**config.mk**
```make
export PLATFORM = sky130hd
export DESIGN_NAME = req_encoder16
export DESIGN_NICKNAME = d
export VERILOG_FILES = /design/src/rtl/req_encoder16.sv
export SDC_FILE = /design/constraint.sdc
export NUM_CORES = 1
export LEC_CHECK = 0
export CORE_ASPECT_RATIO = 0.9
export CORE_MARGIN = 2
export CORE_UTILIZATION = 43
export CTS_BUF_LIST = sky130_fd_sc_hd__clkbuf_4 sky130_fd_sc_hd__clkbuf_8 sky130_fd_sc_hd__clkbuf_16
export CTS_CLUSTER_SIZE = 25
export DETAILED_ROUTE_END_ITERATION = 16
export HOLD_SLACK_MARGIN = 0.15
export PLACE_DENSITY = 0.87
export SYNTH_ARGS = -nofsm -noshare
export SYNTH_HDL_FRONTEND = slang
export SYNTH_SLANG_ARGS = --single-unit
```
**constraint.sdc**
```tcl
create_clock -name clk -period 1.9 [get_ports clk]
set_input_delay 0.285 -clock clk [delete_from_list [all_inputs] [get_ports clk]]
set_output_delay 0.285 -clock clk [all_outputs]
set_load 0.02 [all_outputs]
```
**src/rtl/req_encoder16.sv**
```systemverilog
// Sixteen-line request encoder: sticky pending register feeding a valid/ack index presenter.
// Latency: req in cycle N -> pending in N+1 -> valid/index in N+2; one grant per 2 cycles max.
// Backpressure: index/valid held indefinitely until ack; new requests keep accumulating meanwhile.
//
// Ports:
//   clk      - system clock, rising edge
//   rst_n    - asynchronous active-low reset
//   en       - request capture enable (0 = ignore req, service continues)
//   req      - request lines, req[i] requests index i
//   ack      - consumer accepts the presented index (only meaningful while valid)
//   index    - granted index, index[0] is MSB
//   valid    - index is valid and stable
//   pending  - registered pending-request vector
//   busy     - pending != 0 or valid
module req_encoder16 #(
  parameter bit ROUND_ROBIN = 1'b0
) (
  input  logic        clk,
  input  logic        rst_n,
  input  logic        en,
  input  logic [0:15] req,
  input  logic        ack,
  output logic [0:3]  index,
  output logic        valid,
  output logic [0:15] pending,
  output logic        busy
);

  typedef enum logic {
    ST_IDLE,
    ST_PRESENT
  } state_t;

  state_t      r_state;
  logic [3:0]  r_index;
  logic        r_valid;
  logic [0:15] r_pending;
  logic [3:0]  r_last;

  logic [0:15] w_clr;
  logic [0:15] w_pending_next;
  logic [3:0]  w_start;
  logic [3:0]  w_cand;
  logic [3:0]  w_sel;

  // Clear only the line whose handshake completes this cycle.
  always_comb begin
    w_clr = '0;
    if (r_valid && ack) begin
      w_clr[r_index] = 1'b1;
    end
  end

  // Set wins over clear: a fresh request on the acked line keeps it pending.
  assign w_pending_next = (r_pending & ~w_clr) | (en ? req : 16'b0);

  // Winner search over the registered pending vector. Scanning offsets from
  // high to low lets the smallest offset from the start point win.
  always_comb begin
    w_start = ROUND_ROBIN ? (r_last + 4'd1) : 4'd0;
    w_sel   = 4'd0;
    w_cand  = 4'd0;
    for (int k = 15; k >= 0; k--) begin
      w_cand = w_start + 4'(k);
      if (r_pending[w_cand]) begin
        w_sel = w_cand;
      end
    end
  end

  always_ff @(posedge clk or negedge rst_n) begin
    if (!rst_n) begin
      r_state   <= ST_IDLE;
      r_index   <= 4'd0;
      r_valid   <= 1'b0;
      r_pending <= '0;
      r_last    <= 4'd15;  // first rotating search starts at line 0
    end else begin
      r_pending <= w_pending_next;
      case (r_state)
        ST_IDLE: begin
          if (|r_pending) begin
            r_index <= w_sel;
            r_valid <= 1'b1;
            r_state <= ST_PRESENT;
          end
        end
        ST_PRESENT: begin
          if (ack) begin
            r_valid <= 1'b0;
            r_last  <= r_index;
            r_state <= ST_IDLE;
          end
        end
        default: begin
          r_valid <= 1'b0;
          r_state <= ST_IDLE;
        end
      endcase
    end
  end

  assign index   = r_index;
  assign valid   = r_valid;
  assign pending = r_pending;
  assign busy    = (|r_pending) | r_valid;

endmodule

```
==> flow_metrics.tcl <==
set metrics [dict create \
    drive_above_1_share_pct 20.6 \
    drt_iter0_drc 53 \
    yosysTopAreaCell "dfrtp_1" \
    multi_input_area_sq_um 539 \
    worstSetupPathType "flip-flop to output port" \
    drc 0 \
    leakage_nw 0.699 \
    violations "negative setup slack" \
    grtUsageMet3_pct 5.43 \
    drt_first_pass_iters 4 \
    syn-instance-count 125 \
    io_buffer_count 41 \
    die_h_microns 52.3 \
    path_clk_slew_ns 0.13 \
    grt.total_usage_pct 25.3 \
    yosys_warnings 0 \
    critPathTopFamily "simple AND/OR/NAND/NOR gates" \
    cts_tree "built" \
    relSlewSlack_pct 63.8 \
    cp-start-kind "flip-flop" \
    synth_area_sq_um 1120 \
    synth_top_cell_area_share_pct 49.3 \
    setup_viol 1 \
    antenna_found_initial 0 \
    grtUsageMet1_pct 31.5 \
    routed_wl_mm 3.51 \
    max_cap_viol_count 0 \
    hp-class "primary input to asynchronous set/reset pin" \
    seq_area_sq_um 552 \
    total_power_w 0.00201 \
    io_pins 42 \
    fin_skew_ns 0.00617 \
    detail_route.wl_per_cell_microns 16.2 \
    grt_pass1_vias 1183 \
    cts_max_path_buffers 2 \
    grt_pass1_wl_mm 5.51 \
    placementRows 17 \
    grt_start_max_net_pins 23 \
    synth_seq_area_share_pct 49.3 \
    totalNegativeSetupSlack_ns -0.0411 \
    powerDensity_nw_per_um2 1130 \
    numClockSinks 22 \
    hold_violations 0 \
    maxSlewViolCount 0 \
    min_period_ns 1.94 \
    fmax_mhz 515 \
    syn_nets 145 \
    path_buf_inv 1 \
    status "complete, but fails checks" \
    final_nets 210 \
    root_buffer "clkbuf_4" \
    grt_use_met2_pct 43.6 \
    num_vias 1205 \
    ant_nets 0 \
    grt_remaining_overflow 0 \
    required_ns 1.62 \
    core_sq_um 2470 \
    synth_seq_cells 22 \
    rsz0062_at_grt "true" \
    area_growth_pct 59.0 \
    cts_buffers 3 \
    finalWorstSetupSlack_ns -0.0411 \
    cp.arrival_ns 1.66 \
    slowest_delay_ns 0.56 \
    die_area_sq_um 3020 \
    die_w_microns 57.7 \
    syn_area_per_cell_sq_um 8.93 \
    timing.final.crit_share_pct 102 \
    end_kind "output port" \
    rrSetupSlack_ns 0.20 \
    ys_top_cells_by_area "dfrtp_1 (49%), nand2_1 (11%), nor2_1 (5.0%)" \
    dp_hpwl_mm 2.62 \
    irDropWorstVdd_uv 910 \
    htreeDepth 1 \
    crit_slowest_cell "or4_4" \
    clk_latency_ns 0.32 \
    antenna_cells 0 \
    gp_congestion 0.918 \
    viasPerCell 5.55 \
    yosysUniqueCellTypes 26 \
    busiest_layer "met2" \
    floorplan.initialDensity_pct 45.2 \
    critPathMaxFanout 2 \
    worst_slew_pin_slew_ns 0.541 \
    nFillCells 198 \
    path_cells "or4_4 > nor2_4 > nand3b_1 > buf_6" \
]
[what timing repair did]
action                                  4_1_cts  5_1_grt
endpoints found under the setup margin        1        2
pin swaps                                     5        1
resized for setup                             6        1
buffers inserted                              1        1
hold buffers                                  0        0
[metrics by stage]
step	instance area [sq um]	instances	utilization (%)	setup slack [ns]	hold WS (ns)
6_report	1770	217	71.9	-0.0411	0.296
5_1_grt	1770	217	71.9	-0.0915	0.317
4_1_cts	1770	216	71.6	-0.0366	0.302
3_5_place_dp	1700	211	69.1	-0.0637	0.609
3_3_place_gp	1700	211	69.1	-0.0404	0.567
2_1_floorplan	1120	125	-	0.216	-0.0106
[sequential cells by signal, indices dropped and copies added, names as in the netlist]
name and cells:
r_state 1, index 4, valid 1, pending 16
[where the power goes]
group	switching (W)	internal (W)
clock network	0.000154	0.000213
logic	0.000468	0.000449
registers	0.000141	0.000584
total	0.000763	0.00125
[cells in the mapped netlist (all sizes together)]
cell type,count
mux2,1
a21oi,3
dfrtp,22
nor2b,1
o31ai,3
or4,4
inv,3
a31oi,2
o41ai,4
nand3b,1
a21o,1
nand2b,4
nand2,34
o21ai,9
nand4,1
a2111oi,1
nor2,17
a221o,1
a22o,2
clkbuf,4
nor3,3
o32a,1
nand3,1
o22a,2
[area by class of cell]
cell class                      count  area share, %
Clock buffer                        3           1.27
Clock inverter                      1           1.69
Inverter                            3          0.635
Multi-Input combinational cell     96           30.4
Sequential cell                    22           31.1
Tap cell                           28           1.97
Timing Repair Buffer               64           32.9
[worst register-to-register path: stages, from the launching register on]
cell and delay, ns:
dfrtp_1 0.41, or4_4 0.56, nor2_4 0.12, buf_4 0.12, a21oi_2 0.08, mux2_4 0.31
[metal layers]
layer	up-vias	wire length, microns
met1	565	1470
met4	0	10
met5	-	0
met3	2	286
met2	69	1740
li1	569	-
[cell families (layout without fill, tap and decap cells)]
group           Yosys count  after routing  synth area share [%]
compound gates           29             29                  18.6
flops                    22             22                  49.3
mux                       1              1                  1.34
simple gates             66             66                  28.4
buf+inv                   7             71                  2.35
[path summary, 6_finish.rpt]
path                                 startpoint                     to  cells past startpoint
setup / recovery           pending[1]$_DFF_PN0_                   busy                      4
hold / removal                            rst_n  pending[14]$_DFF_PN0_                      2
setup reg to reg           pending[1]$_DFF_PN0_   index[2]$_DFFE_PN0P_                      5
hold reg to reg               r_state$_DFF_PN0_      valid$_DFFE_PN0P_                      1
max in group asynchronous                 rst_n   index[0]$_DFFE_PN0P_                      2
min in group clk                         req[7]   pending[7]$_DFF_PN0_                      3
[cells in the final DEF, fill, tap and decap left out, types with 2 or more instances in the layout]
cell type        count
clkdlybuf4s50_1     40
nand2_1             34
o31ai_1              3
inv_1                3
or4_4                4
o41ai_1              4
dfrtp_1             21
buf_4               23
nand2b_1             4
a31oi_1              2
nor2_4               2
o22a_1               2
a22o_1               2
a21oi_1              2
o21ai_0              9
nor2_1              15
nor3_1               3
clkbuf_4             3
Power figures use the tool's default switching activity.
